$ cat src/rtl/rv32i_core_multiciclo.sv
// rv32i_core_multiciclo: multicycle RV32I core with request/ready handshakes to IMEM and DMEM.
// Sequencer FETCH->DECODE->EXECUTE->(MEM)->WB, sticky trap on illegal encodings.
module rv32i_core_multiciclo #(
    parameter int          IMEM_AW  = 10,
    parameter int          DMEM_AW  = 10,
    parameter logic [31:0] RESET_PC = 32'h0
) (
    input  logic               CLK,
    input  logic               RESET_N,
    output logic               IMEM_REQ,
    output logic [IMEM_AW-1:0] IMEM_ADDR,
    input  logic [31:0]        IMEM_RDATA,
    input  logic               IMEM_READY,
    output logic               DMEM_READ,
    output logic               DMEM_WRITE,
    output logic [DMEM_AW-1:0] DMEM_ADDR,
    output logic [31:0]        DMEM_WDATA,
    input  logic [31:0]        DMEM_RDATA,
    input  logic               DMEM_READY,
    output logic               ILLEGAL,
    output logic               RETIRE
);
    typedef enum logic [2:0] {FETCH, DECODE, EXECUTE, MEM, WB, TRAP} state_t;
    localparam logic [6:0] OP_LUI   = 7'b0110111;
    localparam logic [6:0] OP_AUIPC = 7'b0010111;
    localparam logic [6:0] OP_JAL   = 7'b1101111;
    localparam logic [6:0] OP_JALR  = 7'b1100111;
    localparam logic [6:0] OP_BR    = 7'b1100011;
    localparam logic [6:0] OP_LD    = 7'b0000011;
    localparam logic [6:0] OP_ST    = 7'b0100011;
    localparam logic [6:0] OP_IMM   = 7'b0010011;
    localparam logic [6:0] OP_REG   = 7'b0110011;

    state_t             r_state;
    logic [31:0]        r_pc, r_ir, r_a, r_b, r_imm, r_res;
    logic               r_taken;
    logic [31:0]        r_rf [32];
    logic               r_imem_req, r_dmem_read, r_dmem_write, r_illegal, r_retire;
    logic [IMEM_AW-1:0] r_imem_addr;
    logic [DMEM_AW-1:0] r_dmem_addr;
    logic [31:0]        r_dmem_wdata;

    logic [6:0]  w_op;
    logic [2:0]  w_f3, w_alu_f3;
    logic [4:0]  w_rd, w_rs1, w_rs2;
    logic        w_legal, w_sub, w_taken, w_we, w_mem;
    logic [31:0] w_imm, w_opa, w_opb, w_alu, w_res, w_pc4, w_next_pc, w_wb;

    assign w_op  = r_ir[6:0];
    assign w_f3  = r_ir[14:12];
    assign w_rd  = r_ir[11:7];
    assign w_rs1 = r_ir[19:15];
    assign w_rs2 = r_ir[24:20];
    assign w_mem = (w_op == OP_LD) || (w_op == OP_ST);

    // Loads/stores are word-only; branch funct3 010/011 are reserved.
    assign w_legal = (w_op == OP_LUI) || (w_op == OP_AUIPC) || (w_op == OP_JAL) ||
                     (w_op == OP_JALR && w_f3 == 3'b000) ||
                     (w_op == OP_BR && w_f3[2:1] != 2'b01) ||
                     (w_mem && w_f3 == 3'b010) ||
                     (w_op == OP_IMM) || (w_op == OP_REG);

    assign w_imm = (w_op == OP_ST) ? {{20{r_ir[31]}}, r_ir[31:25], r_ir[11:7]} :
                   (w_op == OP_BR) ? {{19{r_ir[31]}}, r_ir[31], r_ir[7], r_ir[30:25], r_ir[11:8], 1'b0} :
                   (w_op == OP_LUI || w_op == OP_AUIPC) ? {r_ir[31:12], 12'b0} :
                   (w_op == OP_JAL) ? {{11{r_ir[31]}}, r_ir[31], r_ir[19:12], r_ir[20], r_ir[30:21], 1'b0} :
                   {{20{r_ir[31]}}, r_ir[31:20]};

    // Only R-type and OP-IMM select an ALU function; everything else adds.
    assign w_opa    = (w_op == OP_AUIPC) ? r_pc : r_a;
    assign w_opb    = (w_op == OP_REG) ? r_b : r_imm;
    assign w_alu_f3 = (w_op == OP_REG || w_op == OP_IMM) ? w_f3 : 3'b000;
    assign w_sub    = (w_op == OP_REG) && r_ir[30];

    always_comb begin
        w_alu = w_opa + w_opb;
        case (w_alu_f3)
            3'b000:  w_alu = w_sub ? w_opa - w_opb : w_opa + w_opb;
            3'b001:  w_alu = w_opa << w_opb[4:0];
            3'b010:  w_alu = {31'b0, $signed(w_opa) < $signed(w_opb)};
            3'b011:  w_alu = {31'b0, w_opa < w_opb};
            3'b100:  w_alu = w_opa ^ w_opb;
            3'b101:  w_alu = r_ir[30] ? $signed(w_opa) >>> w_opb[4:0] : w_opa >> w_opb[4:0];
            3'b110:  w_alu = w_opa | w_opb;
            default: w_alu = w_opa & w_opb;
        endcase
    end

    assign w_res   = (w_op == OP_LUI) ? r_imm : w_alu;
    assign w_taken = (w_f3[2:1] == 2'b00) ? ((r_a == r_b) ^ w_f3[0]) :
                     (w_f3[2:1] == 2'b10) ? (($signed(r_a) < $signed(r_b)) ^ w_f3[0]) :
                     ((r_a < r_b) ^ w_f3[0]);

    assign w_pc4     = r_pc + 32'd4;
    assign w_next_pc = (w_op == OP_JALR) ? {r_res[31:1], 1'b0} :
                       (w_op == OP_JAL || (w_op == OP_BR && r_taken)) ? r_pc + r_imm : w_pc4;
    assign w_wb      = (w_op == OP_JAL || w_op == OP_JALR) ? w_pc4 : r_res;
    assign w_we      = (w_rd != 5'd0) && (w_op != OP_BR) && (w_op != OP_ST);

    always_ff @(posedge CLK or negedge RESET_N) begin
        if (!RESET_N) begin
            r_state      <= FETCH;
            r_pc         <= RESET_PC;
            r_ir         <= '0;
            r_a          <= '0;
            r_b          <= '0;
            r_imm        <= '0;
            r_res        <= '0;
            r_taken      <= 1'b0;
            r_imem_req   <= 1'b0;
            r_imem_addr  <= '0;
            r_dmem_read  <= 1'b0;
            r_dmem_write <= 1'b0;
            r_dmem_addr  <= '0;
            r_dmem_wdata <= '0;
            r_illegal    <= 1'b0;
            r_retire     <= 1'b0;
            for (int i = 0; i < 32; i++) r_rf[i] <= '0;
        end else begin
            r_retire <= 1'b0;
            case (r_state)
                FETCH: begin
                    if (r_imem_req && IMEM_READY) begin
                        r_ir       <= IMEM_RDATA;
                        r_imem_req <= 1'b0;
                        r_state    <= DECODE;
                    end else begin
                        r_imem_req  <= 1'b1;
                        r_imem_addr <= r_pc[IMEM_AW+1:2];
                    end
                end
                DECODE: begin
                    r_a   <= r_rf[w_rs1];
                    r_b   <= r_rf[w_rs2];
                    r_imm <= w_imm;
                    r_state   <= w_legal ? EXECUTE : TRAP;
                    r_illegal <= !w_legal;
                end
                EXECUTE: begin
                    r_res        <= w_res;
                    r_taken      <= w_taken;
                    r_dmem_read  <= w_op == OP_LD;
                    r_dmem_write <= w_op == OP_ST;
                    r_dmem_addr  <= w_res[DMEM_AW+1:2];
                    r_dmem_wdata <= r_b;
                    r_retire     <= !w_mem;
                    r_state      <= w_mem ? MEM : WB;
                end
                MEM: begin
                    if (DMEM_READY) begin
                        if (r_dmem_read) r_res <= DMEM_RDATA;
                        r_dmem_read  <= 1'b0;
                        r_dmem_write <= 1'b0;
                        r_retire     <= 1'b1;
                        r_state      <= WB;
                    end
                end
                WB: begin
                    if (w_we) r_rf[w_rd] <= w_wb;
                    r_pc        <= w_next_pc;
                    r_imem_req  <= 1'b1;
                    r_imem_addr <= w_next_pc[IMEM_AW+1:2];
                    r_state     <= FETCH;
                end
                default: r_state <= TRAP;
            endcase
        end
    end

    assign IMEM_REQ   = r_imem_req;
    assign IMEM_ADDR  = r_imem_addr;
    assign DMEM_READ  = r_dmem_read;
    assign DMEM_WRITE = r_dmem_write;
    assign DMEM_ADDR  = r_dmem_addr;
    assign DMEM_WDATA = r_dmem_wdata;
    assign ILLEGAL    = r_illegal;
    assign RETIRE     = r_retire;
endmodule

$ cat config.mk
export PLATFORM = sky130hd
export DESIGN_NAME = rv32i_core_multiciclo
export DESIGN_NICKNAME = d
export VERILOG_FILES = /design/src/rtl/rv32i_core_multiciclo.sv
export SDC_FILE = /design/constraint.sdc
export NUM_CORES = 2
export LEC_CHECK = 0
export BUFFER_PORTS_ARGS = -buffer_cell sky130_fd_sc_hd__buf_2
export CORE_MARGIN = 5
export CORE_UTILIZATION = 59
export DETAILED_ROUTE_END_ITERATION = 7
export PLACE_DENSITY_LB_ADDON = 0.1
export SETUP_SLACK_MARGIN = 0.4
export SYNTH_ARGS = -nofsm -noshare
export SYNTH_HDL_FRONTEND = slang
export SYNTH_SLANG_ARGS = --single-unit
$ cat constraint.sdc
create_clock -name CLK -period 5.3 [get_ports CLK]
set_input_delay 0.53 -clock CLK [delete_from_list [all_inputs] [get_ports CLK]]
set_output_delay 0.53 -clock CLK [all_outputs]
set_load 0.05 [all_outputs]
==> flow_summary.yaml <==
logic_synthesis:
  yosysMostFrequentCell: "nand2_1"
  synth_nets: 7501
  synth_edf_count: 0
  synth_top_area_cell: "dfrtp_1"
  syn_area_per_cell_um2: 10.3
  ys_ff_latch: 1277
  synth_cells: 7271
  async_flop_share_pct: 100
  ys_seq_area_share_pct: 42.7
  synth_common_cells: "1417 x nand2_1, 1339 x o21ai_0, 1277 x dfrtp_1, 645 x mux4_2, 552 x clkbuf_1"
  yosys-top-cells-area: "dfrtp_1 43%, mux4_2 19%, o21ai_0 9.0%"
  synth.distinct_cells: 101
  yosys_warnings: 0
  synthesis.area_mm2: 0.0748
  synth_top_area_share_pct: 42.7
  synthFlopType: "dfrtp_1"
global_routing:
  grt_max_degree: 186
  grtUsageTotal_pct: 44.0
  antenna_found_initial: 17
  first_global_vias: 62427
  grt_pass1_wl_um: 433000
  grt-ovfl-total: 0
timing:
  period_needed_ns: 4.86
  postLayoutSetupSlackWorst_ns: 0.442
  fmax_ghz: 0.206
  finalMaxSlewViolations: 0
  maxSlewHeadroom_pct: 10.1
  final-hold-violation-count: 0
  setup_tns_ns: 0
  holdWs_ns: 0.0488
  finalSetupViolCount: 0
  max_slew.worst_pin.slew_ns: 1.34
  fin_crit_sh_pct: 91.7
  fin_worst_skew_ns: 0.0610
  rsz0062_at_grt: "yes"
die:
  die-area_mm2: 0.134
  num_rows: 130
  ios: 125
  initial_core_util_pct: 59.5
  dieWidth_um: 366
  die_y_um: 366
  core-area_mm2: 0.126
critical_path:
  crit_fanout: 50
  cp.arrival_ns: 5.54
  worst_setup_path_start_kind: "flop"
  critical_path_class: "flop to flop"
  cp.required_ns: 5.99
  end_kind: "flop"
placement:
  dpl.hpwl_um: 198000
  io_buffers: 124
  gp_congestion: 1.13
  pre_cts_slack_ns: 0.116
clock_tree:
  cts_made_buffers: 139
  cts_root_buffer: "clkbuf_16"
  clk_latency_ns: 0.82
  clock_path_buffers: 3
  htree_levels: 4
  path_clk_slew_ns: 0.06
  clkSinkCount: 1277
  cts_tree: "done"
routing:
  final_antenna_net_count: 0
  top_layer_used: "met5"
  drt_wl_total_um: 298000
  wl_met2_um: 130000
  vias: 64349
  drt_iter0_markers: 9193
  wl_met3_um: 36200
  detail_route.first_pass.iterations: 8
  drc: 12
  wl_met1_um: 112000
  viasPerCell: 7.23
  avgRoutedWirePerCell_um: 33.5
finish:
  n_fill_cell: 9669
  nets: 7355
  areaGrowthSynthToFinish_pct: 10.4
  multi_input_area_mm2: 0.0401
  register_area_mm2: 0.0320
  drive_gt1_share_pct: 20.1
pwr:
  powerDensity_mw_per_mm2: 419
  peakVddDrop_uv: 514
  leakage_nw: 35.0
outcome:
  violations: "DRC"
  outcome: "finished, violations left"
run:
  maxCapViolations: 0
worst_hold_path:
  min_path_type: "input pin to flop"
-- cells by family after synthesis --
group / Yosys count / share of synthesized area, %
AOI/OAI and AO/OA: 2072 / 15.8
xor gates and xnor gates: 77 / 0.901
adders and majority gates: 162 / 2.72
buffers and inverters: 842 / 4.39
DFF: 1277 / 42.7
muxes: 849 / 22.3
and+or+nand+nor: 1992 / 11.2
-- sequential cells by signal, summed over array words and instances, names as in the netlist, 3 cells and up --
register    flops
r_imm          32
DMEM_WDATA     32
r_a            32
IMEM_ADDR      10
r_state         3
r_pc           32
r_res          32
DMEM_ADDR      10
r_rf         1024
r_b            32
r_ir           32
-- critical path, stage by stage, from the launching register on --
cell and delay [ns]:
dfrtp_1 0.50, buf_4 0.23, or3b_4 0.49, o21ai_1 0.40, nand2_2 0.10, inv_2 0.08
buf_4 0.53, buf_4 0.42, o211ai_1 0.14, o21a_1 0.30, a22o_1 0.44, a221oi_1 0.62
o22ai_1 0.15, a211o_1 0.29
-- layer usage --
layer | vias to the layer above | track usage, %
li1 | 26263 | -
met1 | 32345 | 60.1
met2 | 4670 | 63.8
met3 | 1059 | 12.5
met4 | 12 | 25.3
met5 | - | 0
-- power breakdown --
group          leakage [nW]  switching, mW  internal (mW)
Clock                  2.30           4.31           5.85
Combinational          15.3           7.65           4.70
Sequential             17.4           1.45           10.6
-- placed cells by master, fill, tap and decap left out, types with 42 or more instances in the layout --
| cell | synthesis | final |
|---|---|---|
| dfrtp_1 | 1277 | 1266 |
| inv_1 | 153 | 152 |
| o211ai_1 | 73 | 73 |
| mux2i_1 | 138 | 123 |
| xnor2_1 | 50 | 50 |
| clkbuf_16 | 0 | 139 |
| o21ai_0 | 1339 | 1336 |
| buf_4 | 7 | 223 |
| buf_2 | 39 | 123 |
| nor2_1 | 183 | 181 |
| mux4_2 | 645 | 645 |
| nor3_1 | 58 | 55 |
| a21o_1 | 45 | 45 |
| a21oi_1 | 229 | 211 |
| nand2_1 | 1417 | 1383 |
| nand3_1 | 122 | 121 |
| nand4_1 | 42 | 42 |
| ha_1 | 161 | 160 |
| mux2_2 | 65 | 65 |
-- per-stage QoR --
stage	area [µm²]	instances	total power, mW	util [%]
2_1_floorplan	74800	7271	19.3	-
3_3_place_gp	77500	8602	23.9	61.5
3_5_place_dp	77500	8602	24.0	61.5
4_1_cts	82500	8878	34.1	65.5
5_1_grt	82600	8884	35.7	65.6
6_report	82600	8896	34.6	65.6
-- cell type report --
type / instances / area share, %
diodes: 12 / 0.0364
flip-flops and latches: 1277 / 38.7
clock buffers: 199 / 4.79
clock inverters: 51 / 0.929
inverters: 157 / 0.713
well taps: 1650 / 2.50
multi-input cells: 5152 / 48.6
repair buffers: 398 / 3.74
-- final timing paths --
| kind | startpoint | end | slack, ns | cells past startpoint |
|---|---|---|---|---|
| setup / recovery | r_ir[3]$_DFFE_PN0P_ | r_res[30]$_DFFE_PN0P_ | 0.44 | 13 |
| hold / removal | IMEM_RDATA[31] | r_ir[31]$_DFFE_PN0P_ | 0.05 | 3 |
| min in group asynchronous | RESET_N | r_rf[309]$_DFFE_PN0P_ | 0.34 | 2 |
| setup reg to reg | r_ir[3]$_DFFE_PN0P_ | r_res[30]$_DFFE_PN0P_ | 0.44 | 13 |
| hold reg to reg | r_rf[1015]$_DFFE_PN0P_ | r_rf[1015]$_DFFE_PN0P_ | 0.39 | 0 |
| max in group asynchronous | RESET_N | r_res[14]$_DFFE_PN0P_ | 3.43 | 3 |
-- timing repair --
item,in CTS,in global routing
hold endpoints to repair,150,0
buffers inserted,2,6
pin swaps,1,0
resized for setup,3,16
setup endpoints to repair,14,20
hold buffers,24,0
Power figures use the tool's default switching activity.
